File: src/rtl/regfile_pkg.sv
`default_nettype none
// ============================================================================
// Module      : regfile_pkg
// Description : Shared widths, forwarding-hit type and write-port match helper
//               for the multi-port register file with scoreboard.
// Revision    : 1.0  initial release
// ============================================================================
package regfile_pkg;

    localparam int DEF_DATA_W = 32;
    localparam int DEF_ADDR_W = 5;
    localparam int DEF_NUM_RD = 2;
    localparam int DEF_NUM_WR = 2;
    localparam int DEF_CNT_W  = 2;

    // Upper bounds for the padded vectors handed to idx_hit; callers zero-pad
    // unused ports so they can never match.
    localparam int MAX_ADDR_W = 8;
    localparam int MAX_WR     = 8;
    localparam int HIT_IDX_W  = 3;

    typedef struct packed {
        logic                 hit;
        logic [HIT_IDX_W-1:0] idx;
    } hit_t;

    // Highest-index enabled write port whose address equals addr.
    function automatic hit_t idx_hit(
        input logic [MAX_ADDR_W-1:0]        addr,
        input logic [MAX_WR-1:0]            wr_en,
        input logic [MAX_WR*MAX_ADDR_W-1:0] wr_addr
    );
        hit_t res;
        res = '0;
        for (int j = 0; j < MAX_WR; j++) begin
            if (wr_en[j] && (wr_addr[j*MAX_ADDR_W +: MAX_ADDR_W] == addr)) begin
                res.hit = 1'b1;
                res.idx = HIT_IDX_W'(j);
            end
        end
        return res;
    endfunction

endpackage
`default_nettype wire

File: src/rtl/regfile_scoreboard.sv
`default_nettype none
// ============================================================================
// Module      : regfile_scoreboard
// Description : Per-register pending-write counters, issue back-pressure,
//               busy flags for read ports and sticky underflow flag.
// Revision    : 1.0  initial release
// ============================================================================
module regfile_scoreboard
    import regfile_pkg::*;
#(
    parameter int ADDR_W = DEF_ADDR_W,
    parameter int NUM_RD = DEF_NUM_RD,
    parameter int NUM_WR = DEF_NUM_WR,
    parameter int CNT_W  = DEF_CNT_W
) (
    input  logic                     clk,
    input  logic                     reset,
    input  logic [NUM_RD*ADDR_W-1:0] rd_addr,
    output logic [NUM_RD-1:0]        rd_busy,
    input  logic [NUM_WR-1:0]        wr_en,
    input  logic [NUM_WR*ADDR_W-1:0] wr_addr,
    input  logic [NUM_WR-1:0]        wr_clr,
    input  logic                     iss_valid,
    input  logic [ADDR_W-1:0]        iss_addr,
    output logic                     iss_ready,
    output logic                     sb_err
);

    localparam int DEPTH = 2**ADDR_W;
    localparam int CLR_W = $clog2(NUM_WR + 1);
    // Wide enough for count + issue without overflow before the clear subtract.
    localparam int SUM_W = CNT_W + CLR_W + 1;
    localparam logic [CNT_W-1:0] c_CNT_MAX = {CNT_W{1'b1}};

    logic [CNT_W-1:0] r_cnt     [DEPTH];
    logic [CNT_W-1:0] w_cnt_nxt [DEPTH];
    logic [CLR_W-1:0] w_clr_cnt [DEPTH];
    logic [SUM_W-1:0] w_up;
    logic [SUM_W-1:0] w_dn;
    logic             w_uflow;
    logic             w_iss_ready;
    logic             w_iss_acc;
    logic             r_sb_err;

    // Count how many retiring writes target each register this cycle.
    always_comb begin
        for (int r = 0; r < DEPTH; r++) begin
            w_clr_cnt[r] = '0;
        end
        for (int j = 0; j < NUM_WR; j++) begin
            if (wr_en[j] && wr_clr[j] && (wr_addr[j*ADDR_W +: ADDR_W] != '0)) begin
                w_clr_cnt[wr_addr[j*ADDR_W +: ADDR_W]] =
                    w_clr_cnt[wr_addr[j*ADDR_W +: ADDR_W]] + CLR_W'(1);
            end
        end
    end

    // Issue is refused only when the counter is full and nothing retires it.
    always_comb begin
        w_iss_ready = 1'b1;
        if (!reset && (iss_addr != '0) && (r_cnt[iss_addr] == c_CNT_MAX) &&
            (w_clr_cnt[iss_addr] == '0)) begin
            w_iss_ready = 1'b0;
        end
        w_iss_acc = iss_valid && w_iss_ready && (iss_addr != '0);
    end

    assign iss_ready = w_iss_ready;

    // Next counter values with saturation at zero and underflow detection.
    always_comb begin
        w_uflow      = 1'b0;
        w_up         = '0;
        w_dn         = '0;
        w_cnt_nxt[0] = '0;
        for (int r = 1; r < DEPTH; r++) begin
            w_up = SUM_W'(r_cnt[r]) + SUM_W'(w_iss_acc && (iss_addr == ADDR_W'(r)));
            w_dn = SUM_W'(w_clr_cnt[r]);
            if (w_dn > w_up) begin
                w_cnt_nxt[r] = '0;
                w_uflow      = 1'b1;
            end else begin
                w_cnt_nxt[r] = CNT_W'(w_up - w_dn);
            end
        end
    end

    // Busy means writes remain outstanding after this cycle's retirements.
    always_comb begin
        rd_busy = '0;
        for (int i = 0; i < NUM_RD; i++) begin
            rd_busy[i] = (rd_addr[i*ADDR_W +: ADDR_W] != '0) &&
                         (SUM_W'(r_cnt[rd_addr[i*ADDR_W +: ADDR_W]]) >
                          SUM_W'(w_clr_cnt[rd_addr[i*ADDR_W +: ADDR_W]]));
        end
    end

    // Counter array and sticky error state; reset drops all pending counts.
    always_ff @(posedge clk) begin
        if (reset) begin
            for (int r = 0; r < DEPTH; r++) begin
                r_cnt[r] <= '0;
            end
            r_sb_err <= 1'b0;
        end else begin
            for (int r = 0; r < DEPTH; r++) begin
                r_cnt[r] <= w_cnt_nxt[r];
            end
            if (w_uflow) begin
                r_sb_err <= 1'b1;
            end
        end
    end

    assign sb_err = r_sb_err;

endmodule
`default_nettype wire

File: src/rtl/regfile_mp_sb.sv
`default_nettype none
// ============================================================================
// Module      : regfile_mp_sb
// Description : Multi-port register file with write-through forwarding,
//               pending-write scoreboard and registered write-trace port.
// Revision    : 1.0  initial release
// ============================================================================
module regfile_mp_sb
    import regfile_pkg::*;
#(
    parameter int DATA_W = DEF_DATA_W,
    parameter int ADDR_W = DEF_ADDR_W,
    parameter int NUM_RD = DEF_NUM_RD,
    parameter int NUM_WR = DEF_NUM_WR,
    parameter int CNT_W  = DEF_CNT_W
) (
    input  logic                     clk,
    input  logic                     reset,
    input  logic [NUM_RD*ADDR_W-1:0] rd_addr,
    output logic [NUM_RD*DATA_W-1:0] rd_data,
    output logic [NUM_RD-1:0]        rd_busy,
    input  logic [NUM_WR-1:0]        wr_en,
    input  logic [NUM_WR*ADDR_W-1:0] wr_addr,
    input  logic [NUM_WR*DATA_W-1:0] wr_data,
    input  logic [NUM_WR-1:0]        wr_clr,
    input  logic [NUM_WR*32-1:0]     wr_pc,
    input  logic                     iss_valid,
    input  logic [ADDR_W-1:0]        iss_addr,
    output logic                     iss_ready,
    output logic [NUM_WR-1:0]        trc_valid,
    output logic [NUM_WR*ADDR_W-1:0] trc_addr,
    output logic [NUM_WR*DATA_W-1:0] trc_data,
    output logic [NUM_WR*32-1:0]     trc_pc,
    output logic                     sb_err
);

    localparam int DEPTH = 2**ADDR_W;

    logic [DATA_W-1:0]            r_mem [DEPTH];
    logic [MAX_WR-1:0]            w_en_pad;
    logic [MAX_WR*MAX_ADDR_W-1:0] w_wa_pad;
    logic [MAX_ADDR_W-1:0]        w_ra_pad [NUM_RD];
    hit_t                         w_hit    [NUM_RD];
    logic [NUM_WR-1:0]            r_trc_valid;
    logic [NUM_WR*ADDR_W-1:0]     r_trc_addr;
    logic [NUM_WR*DATA_W-1:0]     r_trc_data;
    logic [NUM_WR*32-1:0]         r_trc_pc;

    // Widen write-port vectors to the fixed layout the match helper expects.
    always_comb begin
        w_en_pad = '0;
        w_wa_pad = '0;
        for (int j = 0; j < NUM_WR; j++) begin
            w_en_pad[j]                             = wr_en[j];
            w_wa_pad[j*MAX_ADDR_W +: ADDR_W]        = wr_addr[j*ADDR_W +: ADDR_W];
        end
    end

    // Find the highest-priority write port matching each read address.
    always_comb begin
        for (int i = 0; i < NUM_RD; i++) begin
            w_ra_pad[i]         = '0;
            w_ra_pad[i][ADDR_W-1:0] = rd_addr[i*ADDR_W +: ADDR_W];
            w_hit[i]            = idx_hit(w_ra_pad[i], w_en_pad, w_wa_pad);
        end
    end

    // Read mux: x0 is zero, forwarded write data wins, else array contents.
    // Forwarding is suppressed in reset because those writes never land.
    always_comb begin
        rd_data = '0;
        for (int i = 0; i < NUM_RD; i++) begin
            if (rd_addr[i*ADDR_W +: ADDR_W] == '0) begin
                rd_data[i*DATA_W +: DATA_W] = '0;
            end else if (!reset && w_hit[i].hit) begin
                rd_data[i*DATA_W +: DATA_W] = wr_data[int'(w_hit[i].idx)*DATA_W +: DATA_W];
            end else begin
                rd_data[i*DATA_W +: DATA_W] = r_mem[rd_addr[i*ADDR_W +: ADDR_W]];
            end
        end
    end

    // Array write; later (higher-index) ports override on address collision.
    always_ff @(posedge clk) begin
        if (reset) begin
            for (int r = 0; r < DEPTH; r++) begin
                r_mem[r] <= '0;
            end
        end else begin
            for (int j = 0; j < NUM_WR; j++) begin
                if (wr_en[j] && (wr_addr[j*ADDR_W +: ADDR_W] != '0)) begin
                    r_mem[wr_addr[j*ADDR_W +: ADDR_W]] <= wr_data[j*DATA_W +: DATA_W];
                end
            end
        end
    end

    // One-cycle write trace per port, including collision losers.
    always_ff @(posedge clk) begin
        if (reset) begin
            r_trc_valid <= '0;
            r_trc_addr  <= '0;
            r_trc_data  <= '0;
            r_trc_pc    <= '0;
        end else begin
            for (int j = 0; j < NUM_WR; j++) begin
                r_trc_valid[j] <= wr_en[j] && (wr_addr[j*ADDR_W +: ADDR_W] != '0);
                if (wr_en[j] && (wr_addr[j*ADDR_W +: ADDR_W] != '0)) begin
                    r_trc_addr[j*ADDR_W +: ADDR_W] <= wr_addr[j*ADDR_W +: ADDR_W];
                    r_trc_data[j*DATA_W +: DATA_W] <= wr_data[j*DATA_W +: DATA_W];
                    r_trc_pc[j*32 +: 32]           <= wr_pc[j*32 +: 32];
                end
            end
        end
    end

    assign trc_valid = r_trc_valid;
    assign trc_addr  = r_trc_addr;
    assign trc_data  = r_trc_data;
    assign trc_pc    = r_trc_pc;

    regfile_scoreboard #(
        .ADDR_W (ADDR_W),
        .NUM_RD (NUM_RD),
        .NUM_WR (NUM_WR),
        .CNT_W  (CNT_W)
    ) u_sb (
        .clk       (clk),
        .reset     (reset),
        .rd_addr   (rd_addr),
        .rd_busy   (rd_busy),
        .wr_en     (wr_en),
        .wr_addr   (wr_addr),
        .wr_clr    (wr_clr),
        .iss_valid (iss_valid),
        .iss_addr  (iss_addr),
        .iss_ready (iss_ready),
        .sb_err    (sb_err)
    );

endmodule
`default_nettype wire

File: config.mk
export PLATFORM = sky130hd
export DESIGN_NAME = regfile_mp_sb
export DESIGN_NICKNAME = d
export VERILOG_FILES = /design/src/rtl/regfile_pkg.sv /design/src/rtl/regfile_scoreboard.sv /design/src/rtl/regfile_mp_sb.sv
export SDC_FILE = /design/constraint.sdc
export NUM_CORES = 2
export LEC_CHECK = 0
export CAP_MARGIN = 10
export CORE_MARGIN = 4
export CORE_UTILIZATION = 50
export DETAILED_ROUTE_END_ITERATION = 7
export DONT_BUFFER_PORTS = 1
export PLACE_DENSITY = 0.75
export RECOVER_POWER = 50
export SETUP_SLACK_MARGIN = 0.15
export SLEW_MARGIN = 20
export SYNTH_ARGS = -nofsm -noshare
export SYNTH_HDL_FRONTEND = slang
export SYNTH_SLANG_ARGS = --single-unit
File: constraint.sdc
create_clock -name clk -period 6.6 [get_ports clk]
set_clock_uncertainty 0.2 [all_clocks]
set_input_delay 0.99 -clock clk [delete_from_list [all_inputs] [get_ports clk]]
set_output_delay 0.99 -clock clk [all_outputs]
set_load 0.005 [all_outputs]
# == Word level (Yosys, flattened, before mapping) ==
# Memories as Yosys holds them, arrays and structs flattened.
# Index checks and enable logic that the tools add are counted.
# word_totals
wordCells,393
register_bits,141
output_inout_bits,208
memories,3
ramBits,1088
rom_bits,64
inputBits,160
# op_classes
bitwise_logic,38
magnitude_cmp,40
mux,139
addsub,64
shifts,2
reduce_logical,63
eq_ne,36
# memory_table
name,depth,width,rd,rd_ports_with_merged_regs,wr,line,source
r_mem,32,32,2,0,32,regfile_mp_sb.sv:39,logic [DATA_W-1:0] r_mem [DEPTH];
(no name shown),32,2,1,0,0,regfile_scoreboard.sv:53,w_clr_cnt[wr_addr[j*ADDR_W +: ADDR_W]] + CLR_W'(1);
u_sb.r_cnt,32,2,34,0,32,regfile_scoreboard.sv:35,logic [CNT_W-1:0] r_cnt [DEPTH];
# ops
operator,count
32-bit 2-to-1 mux,6
2-bit 2-to-1 mux,75
64-bit 2-to-1 mux,2
64-bit by 9-bit variable part select with 32-bit output,2
2-bit by 1-bit adder with 3-bit output,31
2-bit by 3-bit > comparator with 1-bit output,31
5-bit == test (second input constant),16
64-bit bitwise AND,1
64-bit bitwise mux,1
32-bit OR reduction,2
2-bit subtractor,31
1-bit logical AND,52
1-bit 2-to-1 mux,43
2-bit binary-select mux with 5-bit select,4
5-bit by 4-bit == test with 1-bit output (second input constant),8
1-bit OR,32
6-bit >= comparator (second input constant),5
5-bit NOT with 6-bit output,5
5-bit nonzero test,5
2-bit demux with 5-bit select,2
5-bit by 3-bit == test with 1-bit output (second input constant),4
5-bit == test,4
4-bit 2-to-1 mux,4
6-bit by 1-bit less-than comparator with 1-bit output (second input constant),2
9 further kinds,14

# == Longest topological paths before layout ==
# logic_depth
depth_word,55
mapped_depth,21
mapped_depth_nobuf,18

# == Cells and area by module ==
# A second synthesis with hierarchy kept.
# unflattened
hier_cells,6457
hier_area_um2,75363.5
# by_module_without_submodules
mod,cells_per_inst,n_inst,seq_area_each_um2,area_per_inst_um2
regfile_mp_sb,5137,1,33552.2,65395.2
regfile_scoreboard,1320,1,1261.2,9968.3

# == Least setup slack after synthesis ==
# No wires, ideal clock.
# synth_timing
path_type,input port to flip-flop
start,input port wr_addr[2]
end,register u_sb.r_sb_err (netlist: u_sb.sb_err)
n_path_buf,3
t_arrival_ps,5539
required_time_ps,6268
setup_ps,132
cell_stages,21
slack_ps,729
cell_sequence,buf_2 or3b_1 buf_2 or4_4 a32o_1 o31a_1 nor2_2 inv_2 mux4_2 a211oi_4 buf_6 nor3_1 ha_1 ha_1 inv_1 ha_1 nor2b_1 o21ai_0 nand4_1 nor4_1 a21oi_1
# synth_between
elab_chain_len,55
elab_cells_between_ends,152
classes_between,add/sub (33); order compare (33); mux (45); bitwise (2); reduce/logical (38); memory (1)
# synth_lines
item,line,source
start: declaration,regfile_mp_sb.sv:23,"input logic [NUM_WR*ADDR_W-1:0] wr_addr,"
5-bit NOT with 6-bit output (implied by the code),"regfile_scoreboard.sv:52, regfile_scoreboard.sv:53",
"memory 32 x 2 bit, or another cell as far along",-,
2-bit 2-to-1 mux (implied by the code) or 1-bit logical AND (tied branches),"regfile_scoreboard.sv:53, regfile_scoreboard.sv:52",
2-bit 2-to-1 mux (on tied branches),"regfile_scoreboard.sv:53, regfile_scoreboard.sv:52",
2-bit by 1-bit adder with 2-bit output or 2-bit demux with 5-bit select (tied branches),"regfile_scoreboard.sv:53, regfile_scoreboard.sv:52",
64-bit bitwise AND (no source line),-,
64-bit 2-to-1 mux *,regfile_scoreboard.sv:51,if (wr_en[j] && wr_clr[j] && (wr_addr[j*ADDR_W +: ADDR_W] != '0)) begin
2-bit binary-select mux with 5-bit select,regfile_scoreboard.sv:53,
(+9 left out),-,
1-bit logical AND,regfile_scoreboard.sv:61,if (!reset && (iss_addr != '0) && (r_cnt[iss_addr] == c_CNT_MAX) &&
1-bit 2-to-1 mux,regfile_scoreboard.sv:61,
1-bit logical AND (2 in a row),regfile_scoreboard.sv:65,w_iss_acc = iss_valid && w_iss_ready && (iss_addr != '0);
1-bit logical AND,regfile_scoreboard.sv:77,w_up = SUM_W'(r_cnt[r]) + SUM_W'(w_iss_acc && (iss_addr == ADDR_W'(r)));
2-bit by 1-bit adder with 3-bit output,regfile_scoreboard.sv:77,
2-bit by 3-bit > comparator with 1-bit output,regfile_scoreboard.sv:79,if (w_dn > w_up) begin
1-bit 2-to-1 mux (30 in a row),regfile_scoreboard.sv:79,
1-bit 2-to-1 mux *,regfile_scoreboard.sv:79,
end signal: assignment,regfile_scoreboard.sv:104,r_sb_err <= 1'b0;
end signal: assignment,regfile_scoreboard.sv:110,r_sb_err <= 1'b1;
end: declaration,regfile_scoreboard.sv:43,logic r_sb_err;
# Mark *: on every way between the ends. The rest lies on a longest branch, timed or not. The select of a mux whose other input is x is not followed.
# A chain may end at the register's enable or synchronous reset.

==> qor.json <==
{
  "status": "finished with violations",
  "failed_checks": "design-rule violations, max-capacitance violations, max-slew violations",
  "detailed_place_hpwl_um": 167000,
  "first_global_vias": 56219,
  "critPathLaunchType": "input port",
  "tritoncts_num_sinks": 1227,
  "power_density_mw_per_mm2": 240,
  "r2r.worst_path.cells": 18,
  "route.final.wire_length_um": 297000,
  "syn-instance-count": 5560,
  "timing.setup.critical_path_class": "input port to flip-flop",
  "drcViolationCount": 1,
  "floorplan.core_area_sq_mm": 0.146,
  "critical_path.endpoint_type": "flip-flop",
  "worstHoldEndpoint": "trc_data[26]$_SDFFE_PP0P_",
  "rsz0062_at_grt": "false",
  "utilization": 0.542,
  "clk-insertion-delay-late_ns": 0.77,
  "max_cap_viol_count": 50,
  "clkTransAtPathRegs_ns": 0.06,
  "min_path_type": "input port to flip-flop",
  "synthArstFlopShare": 0,
  "layout.filler_cells": 11574,
  "reg2reg_slack_ns": 1.55,
  "timing.hold.worst_path_depth": 2,
  "worst_hold_slack_ns": 0.122,
  "cp.buffers_inverters": 3,
  "synthToLayoutAreaGrowth_pct": 7.63,
  "critical_path_arrival_ns": 7.02,
  "detail_route.wl_per_cell_um": 41.4,
  "p_total_w": 0.0190,
  "antenna_found_initial": 17,
  "final_max_slew_viol_count": 1280,
  "cts_max_path_buffers": 3,
  "port-buffer-count": 0,
  "numnets_final": 5445,
  "number_of_buffers_inserted_by_post_cts_setup_repair": 0,
  "ir_worst_vdd_mv": 0.272,
  "yosysWarningCount": 0,
  "netlist-cell-type-count": 83,
  "placed_area_sq_mm": 0.0750,
  "initialDrtViolationCount": 10078,
  "gpl.final_weighted_congestion": 0.994,
  "num_rows": 140,
  "min_from": "wr_data[26]",
  "grt_max_degree": 297,
  "wire_length_of_the_first_global_routing_pass_um": 416000,
  "post_route_cells_drive_above_1_share": 0.208,
  "yosysSeqAreaShare": 0.474,
  "die_h_um": 391,
  "post_drt_via_cell_ratio": 8.07,
  "cts_hold_buf": 0,
  "overall_via_count_from_detail_route": 57794,
  "fin_tns_setup_ns": 0,
  "synth-edff-count": 1024,
  "postRouteAntennaNets": 0,
  "number_of_storage_elements_in_the_synthesis_netlist": 1227,
  "initial_utilization": 0.504,
  "timing.critical_path.required_ns": 7.02,
  "tightest_slew_ns": 5.01,
  "finalSetupViolCount": 0,
  "slowest_delay_ns": 2.40,
  "synthesis.area_sq_mm": 0.0735,
  "dominantRegCellSynth": "edfxtp_1",
  "postSynthAreaPerCell_sq_um": 13.2,
  "worst_slew_margin_rel": -2.34,
  "top_level_ports": 368,
  "groute.usage.overall": 0.381,
  "crit_top_cell": "nand2_1",
  "htreeDepth": 4,
  "cp_cell_sequence": "nor3_1 > nand2_1 > nand2_1 > nor2_1 > clkbuf_1 > nand2_1 > nor2_1 > clkbuf_2 > nor3_1 > clkbuf_1 > a22o_1",
  "timing.fmax_mhz": 152,
  "cts_buffers": 137,
  "tritoncts": "built",
  "finalCritPeriodShare": 0.999,
  "finalHoldViolCount": 0,
  "critical-path-slowest-cell": "clkbuf_1",
  "cts_root_buffer": "clkbuf_16",
  "fp.dieW_um": 391,
  "gr-total-overflow": 0,
  "r2r_end": "u_sb.sb_err$_SDFFE_PP0P_",
  "timing.rr.start": "u_sb.r_cnt[24][0]$_SDFF_PP0_",
  "cts_resized": 0,
  "area_enclosed_by_the_die_boundary_sq_mm": 0.153,
  "layout.cell_area.non_filler_sq_mm": 0.0791,
  "critical_path.top_delay_family": "buffers and inverters",
  "worstSetupPathDepth": 11,
  "p_leak_nw": 26.4,
  "worstPathMaxFanout": 33,
  "detailedRoute.firstPassIterationCount": 8,
  "fin_crit_ns": 6.60
}
==> through the flow <==
stage | std cells | setup slack (ns)
after floorplan | 5591 | 0.729
after global placement | 6904 | 0.557
after detailed placement | 6904 | 0.447
after CTS | 7153 | 0.584
after global routing | 7156 | 0.197
final | 7160 | 0.00428
==> worst reg2reg max path, stage by stage (launching register included) <==
cell and delay (ns):
dfxtp_1 0.40, nand2_1 0.06, o21ai_0 0.42, a22oi_1 0.20, a41oi_1 0.46, o22ai_1 0.16, or4_1 0.49, a211oi_4 0.27
buf_12 0.20, nor4_1 0.08, ha_1 0.22, ha_1 0.27, inv_1 0.04, ha_1 0.29, nor2b_1 0.13, o21ai_0 0.31
nand4_1 0.26, nor4_1 0.36, a21oi_1 0.10
==> how the worst max path moves through the flow <==
| stage | from | end | slack (ns) |
|---|---|---|---|
| detailed placement | wr_addr[4] | u_sb.sb_err$_SDFFE_PP0P_ | 0.45 |
| global route | wr_addr[9] | r_mem[13][4]$_DFFE_PP_ | 0.20 |
| CTS | wr_addr[4] | rd_busy[1] | 0.58 |
| floorplan | wr_addr[2] | u_sb.sb_err$_SDFFE_PP0P_ | 0.73 |
| global placement | wr_addr[4] | u_sb.sb_err$_SDFFE_PP0P_ | 0.56 |
| finish | wr_addr[9] | r_mem[12][5]$_DFFE_PP_ | 0.004 |
==> state kept, by name, summed over array words and instances, names as in the netlist <==
register,cells
u_sb.r_cnt,62
r_mem,1024
u_sb.sb_err,1
trc_addr,10
trc_pc,64
trc_data,64
trc_valid,2
==> cell usage in the layout, fill, tap and decap left out, types with 9 or more instances in the layout <==
master / n
edfxtp_1: 1024
a22o_1: 995
mux4_2: 679
nand2_1: 352
dfxtp_1: 203
a21oi_1: 195
nor2_1: 164
ha_1: 159
a211oi_1: 145
clkbuf_16: 140
buf_4: 124
inv_1: 96
mux2i_1: 76
clkbuf_1: 76
and2_1: 73
nor3_1: 66
o21ai_0: 57
nor2b_1: 46
xor2_1: 41
nand2b_1: 39
nand3_1: 34
conb_1: 32
a31oi_1: 23
nand4_1: 20
nor2_4: 20
clkinv_1: 20
nor4_1: 19
nor3_2: 16
xnor2_1: 15
a211o_1: 15
o22ai_1: 14
a211o_2: 12
or3_1: 11
nand3b_1: 11
clkbuf_8: 10
clkinv_2: 10
and3_1: 9
o211ai_1: 9
==> area by class of cell <==
class | count | area [sq um] | share of cell area
Antenna cell | 7 | 17.5 | 0.000221
Clock buffer | 194 | 3810 | 0.0481
Clock inverter | 55 | 673 | 0.00851
Inverter | 103 | 392 | 0.00495
Multi-Input combinational cell | 3484 | 35700 | 0.452
Sequential cell | 1227 | 34800 | 0.440
Tap cell | 1917 | 2400 | 0.0303
Timing Repair Buffer | 173 | 1260 | 0.0159
==> synth_stat cells (76+ instances only) <==
master    count  share of area
edfxtp_1   1024           0.42
a22o_1      995           0.12
mux4_2      679           0.21
clkbuf_1    658          0.034
nand2_1     352          0.018
dfxtp_1     203          0.055
a21oi_1     195          0.013
nor2_1      187         0.0096
ha_1        159          0.027
a211oi_1    147          0.015
buf_1       113         0.0058
inv_1        98         0.0050
nor3_1       81         0.0055
mux2i_1      76          0.010
==> power breakdown <==
group	switching (W)	total, W	internal, W
Sequential	0.000255	0.00910	0.00884
Clock	0.00337	0.00776	0.00438
Combinational	0.00108	0.00212	0.00104
==> kinds of logic after synthesis <==
family	after synthesis	synth area share
AO/OA/AOI/OAI	1549	0.168
XOR/XNOR	56	0.00667
adder cells (fa/ha/maj)	159	0.0271
buffers and inverters	880	0.0451
flip-flops	1227	0.474
multiplexers	758	0.219
other	1	0.0000510
AND/OR/NAND/NOR	930	0.0604
==> routing by layer <==
| layer | track usage | vias to the layer above | part of all wire |
|---|---|---|---|
| li1 | - | 21579 | - |
| met1 | 0.463 | 28329 | 0.31 |
| met2 | 0.548 | 6199 | 0.43 |
| met3 | 0.155 | 1659 | 0.17 |
| met4 | 0.273 | 28 | 0.091 |
| met5 | 0.0172 | - | 0.0022 |
(Power assumes the default switching activity.)
